**config.mk**
```make
export PLATFORM = sky130hd
export DESIGN_NAME = clk_div_sched
export DESIGN_NICKNAME = d
export VERILOG_FILES = /design/src/rtl/clk_div_sched.sv
export SDC_FILE = /design/constraint.sdc
export NUM_CORES = 1
export LEC_CHECK = 0
export CAP_MARGIN = 20
export CORE_MARGIN = 5
export CORE_UTILIZATION = 58
export DETAILED_ROUTE_END_ITERATION = 12
export PLACE_DENSITY = 0.84
export SLEW_MARGIN = 15
export SYNTH_ARGS = -nofsm -noshare
export SYNTH_HDL_FRONTEND = slang
export SYNTH_SLANG_ARGS = --single-unit
```
**constraint.sdc**
```tcl
create_clock -name clk -period 4.5 [get_ports clk]
set_clock_uncertainty 0.05 [all_clocks]
set_input_delay 0.9 -clock clk [delete_from_list [all_inputs] [get_ports clk]]
set_output_delay 0.9 -clock clk [all_outputs]
set_load 0.01 [all_outputs]
```
**src/rtl/clk_div_sched.sv**
```systemverilog
// Run/stop and ratio-reconfiguration controller for the divide-by-N clock generator.
// Ratio changes, starts and stops all take effect on period boundaries; outputs are registered.
module clk_div_sched #(
   parameter int unsigned W       = 8,
   parameter int unsigned DEF_DIV = 5
) (
   input  logic         clk,
   input  logic         rst,
   input  logic         en,
   input  logic         cfg_valid,
   input  logic [W-1:0] cfg_div,
   output logic         cfg_ready,
   output logic         cfg_err,
   output logic         div_clk,
   output logic         div_tick,
   output logic         busy,
   output logic [W-1:0] cur_div
);

   typedef enum logic [1:0] {
      IDLE  = 2'd0,
      RUN   = 2'd1,
      DRAIN = 2'd2
   } state_t;

   state_t         state, state_n;
   logic [W-1:0]   cnt, cnt_n;
   logic [W-1:0]   cur_div_n;
   logic [W-1:0]   pend_div, pend_div_n;
   logic           pend_vld, pend_vld_n;
   logic           xfer, ratio_ok, boundary, active_n;
   logic           cfg_err_n, div_clk_n, div_tick_n, busy_n, cfg_ready_n;

   // State register
   always_ff @(posedge clk) begin
      if (rst) begin
         state <= IDLE;
      end else begin
         state <= state_n;
      end
   end

   // Datapath and output registers
   always_ff @(posedge clk) begin
      if (rst) begin
         cnt       <= '0;
         cur_div   <= W'(DEF_DIV);
         pend_div  <= '0;
         pend_vld  <= 1'b0;
         cfg_err   <= 1'b0;
         div_clk   <= 1'b0;
         div_tick  <= 1'b0;
         busy      <= 1'b0;
         cfg_ready <= 1'b1;
      end else begin
         cnt       <= cnt_n;
         cur_div   <= cur_div_n;
         pend_div  <= pend_div_n;
         pend_vld  <= pend_vld_n;
         cfg_err   <= cfg_err_n;
         div_clk   <= div_clk_n;
         div_tick  <= div_tick_n;
         busy      <= busy_n;
         cfg_ready <= cfg_ready_n;
      end
   end

   // Next-state, counter, ratio/pending update and next output values
   always_comb begin
      state_n    = state;
      cnt_n      = cnt;
      cur_div_n  = cur_div;
      pend_div_n = pend_div;
      pend_vld_n = pend_vld;

      xfer      = cfg_valid && cfg_ready;
      ratio_ok  = (cfg_div >= W'(2));
      cfg_err_n = xfer && !ratio_ok;
      boundary  = (state != IDLE) && (cnt == (cur_div - W'(1)));

      case (state)
         IDLE: begin
            cnt_n = '0;
            if (xfer && ratio_ok) begin
               cur_div_n = cfg_div;
            end
            if (en) begin
               state_n = RUN;
            end
         end
         RUN: begin
            if (!en) begin
               state_n = DRAIN;
            end
         end
         DRAIN: begin
            if (en) begin
               state_n = RUN;
            end else if (boundary) begin
               state_n = IDLE;
            end
         end
         default: begin
            state_n = IDLE;
         end
      endcase

      // Counting and pending-ratio handling shared by RUN and DRAIN
      if (state != IDLE) begin
         cnt_n = boundary ? '0 : (cnt + W'(1));
         if (boundary && pend_vld) begin
            cur_div_n  = pend_div;
            pend_vld_n = 1'b0;
         end
         // Only reachable while nothing is pending, so never collides with the apply above
         if (xfer && ratio_ok) begin
            pend_vld_n = 1'b1;
            pend_div_n = cfg_div;
         end
      end

      active_n    = (state_n != IDLE);
      div_clk_n   = active_n && (cnt_n < (cur_div_n >> 1));
      div_tick_n  = active_n && (cnt_n == '0);
      busy_n      = active_n;
      cfg_ready_n = !pend_vld_n;
   end

endmodule

```
==> results.md, run 1 <==
* Setup violators final at 0
* Vias in the first global route at 1556
* Cells taking the most area after synthesis: dfxtp_1 36%, mux2i_1 8.4%, nor2_1 6.5%
* CTS max path bufs at 2
* Post-detailed-route DRC marker count at 0
* Total global-route track usage at 21.9%
* Total congestion overflow at 0
* CP bufs+invs at 1
* Final #Nets at between 200 and 250
* Routed vias at 1521
* Root Buffer: clkbuf_4
* Hold-fix buffers at CTS at 0
* Multi-input gate area at 1080 µm²
* Reg power frac at 47.3%
* P_leak at roughly 0.85 nW
* Ports at 25
* Outcome: complete, no violations
* Layout cell share with drive strength beyond 1 at 7.96%
* Crit start category: input pin
* R2R setup slack at 1.24 ns
* Register area at 641 µm²
* Synth Flop Type: dfxtp_1
* WS Path Type: input pin to register
* Post-CTS sizing at 0
* R2R cell count at 13
* Critical-path maximum fanout at 10
* TritonCTS clock tree: yes
* Post-route ant nets at 0
* Die Width at 65.6 µm
* Post-DP HPWL at around 3200 µm
* Critical path depth at 11
* Synth-to-Final Area Change at 17.7%
* Setup_tns at 0 ns
* Syn nets at 224
* Leading cell type by number of instances after synthesis: dfxtp_1
* Worst skew pair latency at 0.34 ns
* PortBufs at 24
* Worst path cell trace: clkdlybuf4s50_1 -> nor3_1 -> a2111oi_4 -> mux2i_1 -> nand2_1 -> o21ai_1 -> ha_1 -> a21o_1 -> a21oi_1 -> o211ai_1 -> a21oi_1
* Util after Layout at 70.3%
* Initial DRC Count at 75
* Avg Inst Size Synth at a little under 9 µm²
* Final Cell Area at 2110 µm²
* Diodes inserted at 0
* Rows at 20
* DRT Pass-1 Iters at 4
* Final worst slack at 1.03 ns
* Hold path endpoint: pend_div[0]$_SDFFE_PP0P_
* Slew headroom at between 40% and 50%
* Worst Hold Path Cells at 2
* CTS H-Tree Depth at 2
* Fmax at 0.288 GHz
* Worst EP required at between 4 and 5 ns
* VDD IR max at 399 µV
* Max-slew violations at 0
* Power Density at around 320 nW/µm²
* CTS Buf Count at 5
* Post-layout min period at 3.47 ns
* Logic pwr share at 19.8%
* RD Place Congestion at between 0.8 and 0.9
* Register area share after synthesis at 35.7%
* Avg Vias per Cell at around 5.9
* Initial antenna violation count at 0
* HP Class: register to register
* Cells after synthesis at 204
* Netlist cell types at 41
* Reg2reg start: cur_div[0]$_SDFF_PP1_
* Routed WL at roughly 4200 µm
* Total setup buffers inserted after CTS at 0
* Clk sinks at 32
* Wire length of the first global-routing pass at 7200 µm
* Largest net degree at the start of global routing at 24
* RSZ-0062 raised after global routing: false
* CP endpoint kind: register
* CP delay by family, top: compound AO/OA/AOI/OAI gates
* #FFs+latches synth at 32
* Max capacitance violation total at 0
* Switching Fraction at 28.3%
* Clock power frac at 32.9%
* Hold Slack at 0.461 ns
* Worst-Margin Slew at 0.802 ns
* Starting density of the core at 59.7%
* Net Switching at 0.189 mW
* Post-synth EDFFs at 0
* DR WL/cell at 16.1 µm
* Top cell type's share of synthesized area at 35.7%
* Filler Cells Inserted at 246
* R2R Path End: div_clk$_SDFF_PP0_
* Setup Slack @ Placement at 0.681 ns
* Clock transition at path regs at 0.10 ns
* Worst path slowest cell: a2111oi_4
* Post-route clock period utilization at 77.1%
* Final Hold Vio Count at 0
* Synth area leader: dfxtp_1
* Pint at 0.478 mW
* Max incr delay on CP at 0.76 ns
* CP dominant cell by count: a21oi_1
* Yosys warns at 0
* Hold Startpoint: pend_div[0]$_SDFFE_PP0P_
* List of most frequent post-synthesis cells: 32 x dfxtp_1, 31 x nor2_1, 15 x mux2i_1
* Async SR Flop Fraction at 0%
* Die height at approximately 66 µm
* Critical Path AT at 3.70 ns
* Core ar. at 3000 µm²
* Placed Area at 2030 µm²
* Die Footprint at 4300 µm²
* Cell area after synthesis at approximately 1800 µm²
==> routing by layer <==
| layer | share of wire, % | routed length [µm] | GRT usage (%) |
|---|---|---|---|
| met3 | 4.1 | 172 | 7.01 |
| met2 | 49 | 2050 | 36.2 |
| met1 | 45 | 1890 | 25.5 |
| met4 | 1.8 | 74 | 10.6 |
| met5 | 0 | 0 | 0 |
==> cells by family (layout without fill, tap and decap cells) <==
logic type / after synthesis / after routing / synth area share (%)
flops: 32 / 32 / 35.7
mux: 16 / 16 / 9.00
buf+inv: 17 / 39 / 4.12
fa+ha+maj: 8 / 8 / 5.58
compound gates: 37 / 37 / 15.5
xor+xnor: 15 / 15 / 7.33
simple gates: 79 / 79 / 22.7
==> cell type report <==
cell class                 count  area share (%)
tap                           33            1.96
multi-input combinational    155            51.1
clock buffer                   5            1.78
sequential                    32            30.3
clock inverter                 3            2.02
timing repair buffer          25            11.7
inverter                       6            1.07
==> registers in the layout, indices dropped and copies added, names as in the netlist <==
name / flops
busy: 1
cfg_err: 1
cfg_ready: 1
cnt: 8
cur_div: 8
div_clk: 1
div_tick: 1
pend_div: 8
pend_vld: 1
state: 2
==> power groups by stage <==
stage / registers [mW] / logic [mW] / clock network (mW)
floorplan: 0.319 / 0.0838 / 0
global placement: 0.320 / 0.126 / 0
detailed placement: 0.321 / 0.131 / 0
CTS: 0.314 / 0.132 / 0.222
global route: 0.317 / 0.145 / 0.239
finish: 0.315 / 0.132 / 0.219
==> worst reg2reg max path, cell delays in order, from the launching register on <==
cell	delay, ns
dfxtp_1	0.45
inv_1	0.12
ha_1	0.32
xor2_1	0.16
nand2_1	0.11
a2111oi_4	0.38
nand4_2	0.37
o21ai_0	0.41
ha_1	0.29
o21ai_0	0.14
nand2b_1	0.08
a21oi_1	0.15
nor2_1	0.06
a21oi_1	0.12
==> layout by cell type (no fill, tap or decap), drive strengths merged, types with 4 or more instances in the layout <==
| cell type | count |
|---|---|
| nand2 | 12 |
| inv | 6 |
| a211oi | 4 |
| mux2i | 15 |
| nor2 | 31 |
| a21oi | 7 |
| and3 | 5 |
| clkdlybuf4s50 | 24 |
| xnor2 | 7 |
| nor3 | 5 |
| xor2 | 8 |
| nand3 | 6 |
| nor2b | 5 |
| ha | 8 |
| clkbuf | 5 |
| nand2b | 5 |
| o21ai | 13 |
| dfxtp | 32 |
==> how the worst max path moves through the flow <==
stage	from	slack, ns	to
floorplan	cfg_div[4]	1.57	div_clk$_SDFF_PP0_
global placement	cfg_div[4]	0.84	div_clk$_SDFF_PP0_
detailed placement	cfg_div[4]	0.68	div_clk$_SDFF_PP0_
CTS	cfg_div[3]	1.04	div_clk$_SDFF_PP0_
global route	cfg_div[4]	0.87	div_clk$_SDFF_PP0_
finish	cfg_div[1]	1.03	div_clk$_SDFF_PP0_
==> per-stage QoR <==
stage | cells | power, mW
floorplan | 204 | 0.403
global placement | 251 | 0.446
detailed placement | 251 | 0.452
CTS | 259 | 0.669
global route | 259 | 0.702
finish | 259 | 0.666
Power figures use the tool's default switching activity.
==> run 2: changes to the inputs <==
--- a/config.mk
+++ b/config.mk
@@ -7,9 +7,9 @@
 export LEC_CHECK = 0
 export CAP_MARGIN = 20
 export CORE_MARGIN = 5
-export CORE_UTILIZATION = 58
+export CORE_UTILIZATION = 54
 export DETAILED_ROUTE_END_ITERATION = 12
-export PLACE_DENSITY = 0.84
+export PLACE_DENSITY = 0.79
 export SLEW_MARGIN = 15
 export SYNTH_ARGS = -nofsm -noshare
 export SYNTH_HDL_FRONTEND = slang
==> constraint.sdc (replaced) <==
create_clock -name clk -period 3.6 [get_ports clk]
set_clock_uncertainty 0.05 [all_clocks]
set_input_delay 0.72 -clock clk [delete_from_list [all_inputs] [get_ports clk]]
set_output_delay 0.72 -clock clk [all_outputs]
set_load 0.01 [all_outputs]
==> results.md, run 2 (synthesis gave the netlist of run 1 again) <==
* Total global-route track usage at 20.2% (-1.7 points)
* Diodes inserted at 0 (unchanged)
* Non-filler cells, final at 274 (+5.8%)
* Core ar. at 3280 µm² (+9.4%)
* CP endpoint kind: register
* Starting density of the core at 54.6% (-5.1 points)
* CTS max path bufs at 2 (unchanged)
* Rows at 21 (+5.0%)
* Setup_tns at 0 ns (unchanged)
* Biggest regs: cnt (8), cur_div (8), pend_div (8)
* Total setup buffers inserted after CTS at 0 (unchanged)
* P_leak at 0.854 nW (+0.32%)
* Slew headroom at 45.4% (-0.96 points)
* Max capacitance violation total at 0 (unchanged)
* Post-detailed-route DRC marker count at 0 (unchanged)
* WS Path Type: register to register
* Most common cell after layout, fill and taps aside: dfxtp_1
* Total congestion overflow at 0 (unchanged)
* Post-layout min period at 3.19 ns
* CTS Buf Count at 5 (unchanged)
* Die Footprint at 4570 µm² (+6.3%)
* Outcome: complete, no violations
* Clk sinks at 32 (unchanged)
* DR WL/cell at 14.6 µm (-9.6%)
* Clock transition at path regs at 0.10 ns (about the same)
* Setup crit start: cur_div[0]$_SDFF_PP1_
* Placed cells at 267 (+6.4%)
* Hold Startpoint: pend_div[7]$_SDFFE_PP0P_
* Overall power at 0.752 mW (+13%)
* Final worst slack at 0.409 ns (-0.622 ns)
* Ports at 25 (unchanged)
* Layout cell share with drive strength beyond 1 at 8.33% (+0.37 points)
* Final Hold Vio Count at 0 (unchanged)
* Die height at 67.6 µm (+3.1%)
* Worst-Margin Slew at 0.816 ns (+0.0143 ns)
* Worst skew pair latency at 0.34 ns (about the same)
* Die Width at 67.6 µm (+3.1%)
* Initial DRC Count at 80 (+6.7%)
* Setup violators final at 0 (unchanged)
* Hold-fix buffers at CTS at 0 (unchanged)
* Post-DP HPWL at 2990 µm (-7.7%)
* Util after Layout at 64.4% (-5.9 points)
* CTS H-Tree Depth at 2 (unchanged)
* Post-route ant nets at 0 (unchanged)
* TritonCTS clock tree: yes
* Wire length of the first global-routing pass at 6870 µm (-4.5%)
* Critical Path AT at 3.42 ns (-0.28 ns)
* Initial antenna violation count at 0 (unchanged)
* Commonest cells after routing, fill and taps aside: 32 x dfxtp_1, 31 x nor2_1, 24 x clkdlybuf4s50_1, 15 x mux2i_1, 12 x nand2_1
* Critical-path maximum fanout at 15 (+5)
* Worst EP required at 3.82 ns (-0.91 ns)
* VDD IR max at 203 µV (-49%)
* PortBufs at 24 (unchanged)
* Post-CTS sizing at 0 (unchanged)
* Max-slew violations at 0 (unchanged)
* Power Density at 355 nW/µm² (+13%)
* Crit start category: register
* Post-route clock period utilization at 88.6%
* Final #Nets at 248 (+1.2%)
* RD Place Congestion at 0.811 (-5.8%)
* Root Buffer: clkbuf_4
* DRT Pass-1 Iters at 4 (unchanged)
* Reg2reg start: cur_div[0]$_SDFF_PP1_
* Avg Vias per Cell at 5.34 (-9.1%)
* Vias in the first global route at 1404 (-9.8%)
* Routed WL at 4000 µm (-4.4%)
* Fmax at 0.313 GHz
* Routed vias at 1463 (-3.8%)
* Synth-to-Final Area Change at 18.0%
* HP Class: register to register
* Largest net degree at the start of global routing at 24 (unchanged)
* RSZ-0062 raised after global routing: false
* Setup Slack @ Placement at 0.126 ns (-0.555 ns)
run 2: cell count changes in the layout (fill, tap and decap cells not counted), sizes merged:
| cell | delta |
|---|---|
| buf | +3 |
| clkbuf | +1 |
| bufinv | -1 |
| clkinvlp | -1 |
run 2: path summary, 6_finish.rpt:
check                        endpoint  slack (ns)  cells past startpoint
max                div_clk$_SDFF_PP0_        0.41                     13
min          pend_div[7]$_SDFFE_PP0P_        0.45                      2
max reg2reg        div_clk$_SDFF_PP0_        0.41                     13
min reg2reg  pend_div[7]$_SDFFE_PP0P_        0.45                      2
run 2: final cells by class:
class / count / area (µm²)
clock buffers: 6 / 41.3
clock inverters: 1 / 5.00
fillers: 288 / 1170
inverters: 6 / 22.5
multi-input cells: 155 / 1080
flip-flops and latches: 32 / 641
well taps: 46 / 57.6
repair buffers: 28 / 270
run 2: through the flow:
step           cell area [µm²]  hold slack [ns]
2_1_floorplan             1790            0.405
3_3_place_gp              2070            0.427
3_5_place_dp              2070            0.432
4_1_cts                   2120            0.457
5_1_grt                   2120            0.497
6_report                  2120            0.450
run 2: per-layer routing:
layer	track usage, %	vias to the layer above	wire length, µm
met1	26.9	678	1890
met3	5.82	9	174
li1	-	751	-
met5	0	-	0
met2	31.1	25	1890
met4	6.84	0	47
run 2: report_power, final:
group | switching [mW] | total [mW] | internal, mW
Clock | 0.122 | 0.194 | 0.0718
Sequential | 0.0219 | 0.393 | 0.372
Combinational | 0.0819 | 0.165 | 0.0828
run 2: worst max-delay path: stages (launching register included):
cell and delay [ns]:
dfxtp_1 0.46, inv_1 0.09, ha_1 0.32, xor2_1 0.16, nand2_1 0.10, a2111oi_4 0.37, nand4_2 0.36, o21ai_0 0.37
ha_1 0.28, o21ai_0 0.16, nand2b_1 0.07, a21oi_1 0.15, nor2_1 0.06, a21oi_1 0.12
==> patch 1 (config.mk and constraints of run 2) <==
The 3 states of `state_t` get a one-hot encoding in 3 bits.
--- a/src/rtl/clk_div_sched.sv
+++ b/src/rtl/clk_div_sched.sv
@@ -17,10 +17,10 @@
    output logic [W-1:0] cur_div
 );
 
-   typedef enum logic [1:0] {
-      IDLE  = 2'd0,
-      RUN   = 2'd1,
-      DRAIN = 2'd2
+   typedef enum logic [2:0] {
+      IDLE  = 3'b001,
+      RUN   = 3'b010,
+      DRAIN = 3'b100
    } state_t;
 
    state_t         state, state_n;
Behaviour: same outputs for any inputs over 10 cycles, from zero or initial values and one cycle with rst high; not proved beyond that.
==> patch 1 against run 2 <==
Routed wire length rose by 8.9%; non-clock buffer count grew 17; critical path depth rose by 1; design area increased by 11%; global-route usage increased by 0.34 points; utilization rose by 6.2 points; power up 14%; setup slack got worse by 0.19 ns; via count increased by 12%; synthesized area grew 3.4%; sequential cell count increased by 1; largest power group unchanged.
==> patch 1: results (changes against run 2) <==
| Metric | Value |
|---|---|
| Largest net degree at the start of global routing | `23 (-4.2%)` |
| Data arrival at the endpoint of the critical path | `3.62 ns (+0.20 ns)` |
| Int Pwr | `611 µW (+16%)` |
| Worst ir drop on vdd | `258 µV (+27%)` |
| # placed instances | `289 (+8.2%)` |
| Placed wire-length estimate | `3220 µm (+7.8%)` |
| Slew at the pin closest to its max-slew limit | `0.693 ns (-0.123 ns)` |
| Number of violations reported at the end of detailed-routing iteration 0 | `117 (+46%)` |
| Post-synth top flop | `sky130_fd_sc_hd__dfxtp_1` |
| Via-to-Cell Ratio | `5.44 (+1.8%)` |
| Max FO, Critical Path | `4 (-11)` |
| Critical-path top delay cell | `sky130_fd_sc_hd__clkdlybuf4s50_1` |
| Critical path's top delay family | `simple AND/OR/NAND/NOR gates` |
| Final Hold Slack | `0.436 ns (-0.0135 ns)` |
| Fraction of final layout cells with drive strength greater than 1 | `19.5% (+11 points)` |
| First-pass GRT wire length | `7180 µm (+4.5%)` |
| Slack of the worst reg-to-reg path | `0.41 ns (about the same)` |
| Hold path startpoint | `cfg_ready` |
| Share of synthesized area occupied by flip-flops and latches | `35.6% (-0.10 points)` |
| Beginning of the critical path | `cfg_div[4]` |
| Number of fill cells | `284 (-1.4%)` |
| Final non-filler cell total | `302 (+10%)` |
| Net count of the mapped netlist | `233 (+4.0%)` |
| Vias in the first global route | `1,521 (+8.3%)` |
| Instance area at placement | `2220 µm² (+7.4%)` |
| Per-instance average area after synthesis | `8.71 µm² (-0.95%)` |
| Most common library cells after synthesis | `43 x sky130_fd_sc_hd__nor2_1, 33 x sky130_fd_sc_hd__dfxtp_1, 17 x sky130_fd_sc_hd__mux2i_1, 10 x sky130_fd_sc_hd__xnor2_1, 9 x sky130_fd_sc_hd__nand3_1` |
| Number of distinct standard cells referenced by the synthesized netlist | `42 (+2.4%)` |
| Count of nets after finishing | `275 (+11%)` |
| Top post-synthesis cells by area | `sky130_fd_sc_hd__dfxtp_1 36%, sky130_fd_sc_hd__mux2i_1 9.2%, sky130_fd_sc_hd__nor2_1 8.7%, sky130_fd_sc_hd__ha_1 5.4%, sky130_fd_sc_hd__xnor2_1 4.7%` |
| Total wire length after detailed routing | `4350 µm (+8.9%)` |
| Outcome | `completed` |
-- patch 1: changes by cell type in the layout (fill, tap and decap cells not counted), sizes merged, moves of 4 or more --
cell | run 2 | this run
a211oi | 4 | 0
buf | 4 | 21
mux2 | 1 | 7
nand2 | 12 | 8
nor2 | 31 | 43
o21ai | 13 | 6
or3 | 0 | 4
-- patch 1: power by group through the flow --
| stage | Combinational, µW | Clock, µW | Sequential (µW) |
|---|---|---|---|
| 6_report | 208 | 242 | 406 |
| 5_1_grt | 228 | 261 | 409 |
| 4_1_cts | 203 | 249 | 406 |
| 3_5_place_dp | 202 | 0 | 414 |
| 3_3_place_gp | 199 | 0 | 414 |
| 2_1_floorplan | 115 | 0 | 415 |
-- patch 1: what timing repair did --
item                                    4_1_cts  5_1_grt
resized for setup                             0        3
endpoints found under the setup margin        0        1
setup buffers                                 0        5
-- patch 1: cell type report --
class | count | area (µm²) | area share (%)
inverters | 6 | 22.5 | 0.955
repair buffers | 45 | 410 | 17.4
well taps | 46 | 57.6 | 2.44
multi-input cells | 164 | 1140 | 48.2
clock buffers | 7 | 65.1 | 2.76
clock inverters | 1 | 5.00 | 0.212
flip-flops and latches | 33 | 661 | 28.0
-- patch 1: kinds of logic (layout without fill, tap and decap cells) --
kind of cell	count (synthesis)	after routing	synth area share (%)
fa+ha+maj	8	8	5.40
simple gates	98	98	27.4
xor+xnor	15	15	7.08
flops	33	33	35.6
mux	24	24	13.4
buf+inv	16	59	3.85
compound gates	19	19	7.22
-- patch 1: layer usage --
layer / up-vias / part of all wire, % / GRT usage (%)
met5: - / 0 / 0
met4: 0 / 2.5 / 6.45
met2: 44 / 47 / 34.0
met1: 768 / 46 / 26.6
met3: 12 / 4.0 / 4.38
li1: 818 / - / -
-- patch 1: metrics by stage --
stage / setup TNS [ns] / setup slack, ns
after floorplan: 0 / 0.573
after global placement: -0.0696 / -0.0696
after detailed placement: -0.191 / -0.191
after CTS: 0 / 0.169
after global routing: 0 / 0.0479
final: 0 / 0.221
-- patch 1: worst paths after layout --
path | endpoint | cells after the start
setup reg to reg | div_clk | 14
setup / recovery | div_clk | 14
hold / removal | cfg_err | 2
hold reg to reg | cfg_err | 2
-- patch 1: worst reg2reg max path, delay by kind of cell, from the launching register on --
kind,cells,cell delay [ns]
xor gates and xnor gates,1,0.07
muxes,1,0.34
DFF,1,0.46
and+or+nand+nor,5,1.01
adders and majority gates,2,0.56
AOI/OAI and AO/OA,4,0.59
buffers and inverters,1,0.07
==> patch 2 (settings of run 2) <==
Without the edit above. The parameter `W` goes from 8 to 6.
--- a/src/rtl/clk_div_sched.sv
+++ b/src/rtl/clk_div_sched.sv
@@ -1,7 +1,7 @@
 // Run/stop and ratio-reconfiguration controller for the divide-by-N clock generator.
 // Ratio changes, starts and stops all take effect on period boundaries; outputs are registered.
 module clk_div_sched #(
-   parameter int unsigned W       = 8,
+   parameter int unsigned W       = 6,
    parameter int unsigned DEF_DIV = 5
 ) (
    input  logic         clk,
Interface: changed (resized cfg_div and cur_div); port bits go from 25 to 21. The function was not compared with the original's and may differ.
==> patch 2 against run 2 <==
Synthesized area is 22% lower; power is 21% lower; design area is 22% lower; non-clock buffer count is 6 lower; clock power is 22% lower; highest routed layer unchanged; largest cell class unchanged; routed wire length is 24% lower; sequential share of layout area is 1.4 points higher; count of clock-buffer cells in the layout is 2 lower; register-to-register slack better by 0.11 ns; sequential cell count is 6 lower; setup slack worse by 0.047 ns; utilization is 1.9 points higher; largest power group unchanged.
==> patch 2: results (changes against run 2) <==
| Metric | Value |
|---|---|
| Final worst path period need | `3.24 ns (+0.0469 ns)` |
| Largest net degree at the start of global routing | `20 (-17%)` |
| Cell count after synthesis | `158 (-23%)` |
| Crit Reg-Reg Startpoint | `cur_div[0]` |
| Max FO, Critical Path | `3 (-12)` |
| R2R cell count | `11 (-2)` |
| Instance area at placement | `1610 µm² (-22%)` |
| Maximum single-stage delay on the critical path | `0.58 ns (+0.12 ns)` |
| GRT Overall Usage | `18.3% (-2.0 points)` |
| Number of violations reported at the end of detailed-routing iteration 0 | `62 (-23%)` |
| Via-to-Cell Ratio | `5.71 (+6.9%)` |
| Fraction of final layout cells with drive strength greater than 1 | `7.95% (-0.38 points)` |
| Number of fill cells | `225 (-22%)` |
| Worst ir drop on vdd | `312 µV (+54%)` |
| Max H-tree Level | `1 (-1)` |
| # placed instances | `202 (-24%)` |
| Net count of the mapped netlist | `174 (-22%)` |
| TritonCTS buffer count | `3 (-2)` |
| Slack of the worst reg-to-reg path | `0.52 ns (+0.11 ns)` |
| Most common library cells after synthesis | `31 x sky130_fd_sc_hd__nor2_1, 26 x sky130_fd_sc_hd__dfxtp_1, 13 x sky130_fd_sc_hd__mux2i_1, 8 x sky130_fd_sc_hd__a21oi_1` |
| Port-buffer cells | `20 (-17%)` |
| Slew margin rel. | `46.4% (+1.0 points)` |
| Clock transition at path regs | `0.14 ns (+0.04 ns)` |
| Final non-filler cell total | `206 (-25%)` |
| Cell depth of the worst hold path | `2 (unchanged)` |
| Vias in the first global route | `1,145 (-18%)` |
| Data arrival at the endpoint of the critical path | `3.46 ns (+0.04 ns)` |
| Number of warnings reported in the yosys synthesis log | `0 (unchanged)` |
| First-pass GRT wire length | `5060 µm (-26%)` |
| Total wire length after detailed routing | `3040 µm (-24%)` |
| Count of nets after finishing | `193 (-22%)` |
| Endpoint of the worst-slack reg-to-reg timing path | `div_clk` |
| Share of synthesized area occupied by flip-flops and latches | `37.4% (+1.6 points)` |
| Hold path startpoint | `cfg_ready` |
| Leakage power | `0.000690 µW (-19%)` |
| Outcome | `completed` |
| Placed wire-length estimate | `2330 µm (-22%)` |
| Top Registers | `cnt x6, cur_div x6, pend_div x6` |
| Destination of the worst hold path | `cfg_err` |
| Top post-synthesis cells by area | `sky130_fd_sc_hd__dfxtp_1 37%, sky130_fd_sc_hd__mux2i_1 9.3%, sky130_fd_sc_hd__nor2_1 8.4%, sky130_fd_sc_hd__ha_1 5.4%, sky130_fd_sc_hd__xnor2_1 4.4%` |
-- patch 2: where the power goes --
part / internal [µW] / switching, µW / total, µW
clock: 62.1 / 89.3 / 151
combinational: 63.9 / 63.4 / 127
sequential: 302 / 15.9 / 318
-- patch 2: cells by family (layout without fill, tap and decap cells) --
family / Yosys count / in the layout / share of synthesized area [%]
mux: 14 / 14 / 10.2
fa+ha+maj: 6 / 6 / 5.39
flops: 26 / 26 / 37.4
xor+xnor: 11 / 11 / 6.92
simple gates: 63 / 63 / 23.9
compound gates: 25 / 25 / 12.2
buf+inv: 13 / 31 / 4.04
-- patch 2: critical path: cells and delay by family --
family / cells / cell delay, ns
AND/OR/NAND/NOR: 4 / 0.94
AO/OA/AOI/OAI: 4 / 0.88
adder cells (fa/ha/maj): 1 / 0.28
buffers and inverters: 1 / 0.44
multiplexers: 1 / 0.21
-- patch 2: area by class of cell --
class | count | area share, %
Multi-Input combinational cell | 119 | 49.6
Timing Repair Buffer | 22 | 13.1
Inverter | 5 | 1.14
Tap cell | 30 | 2.28
Sequential cell | 26 | 31.7
Clock buffer | 4 | 2.21
-- patch 2: stage by stage --
step | hold slack, ns | util (%)
after floorplan | 0.399 | -
after CTS | 0.439 | 66.4
after global placement | 0.413 | 64.9
after detailed placement | 0.415 | 64.9
after global routing | 0.474 | 66.4
final | 0.434 | 66.4
-- patch 2: how the worst max path moves through the flow --
stage                     startpoint  endpoint  cells past startpoint
after detailed placement  cfg_div[2]   div_clk                     12
after global routing      cfg_div[3]   div_clk                     12
after global placement    cfg_div[2]   div_clk                     11
after floorplan           cfg_div[2]   div_clk                     10
final                     cfg_div[2]   div_clk                     11
after CTS                 cfg_div[2]   div_clk                     12
-- patch 2: routing by layer --
layer / part of all wire [%] / global-route usage (%)
met5: 0 / 0
met4: 1.9 / 7.43
met3: 4.5 / 2.13
met2: 50 / 31.1
met1: 44 / 23.3
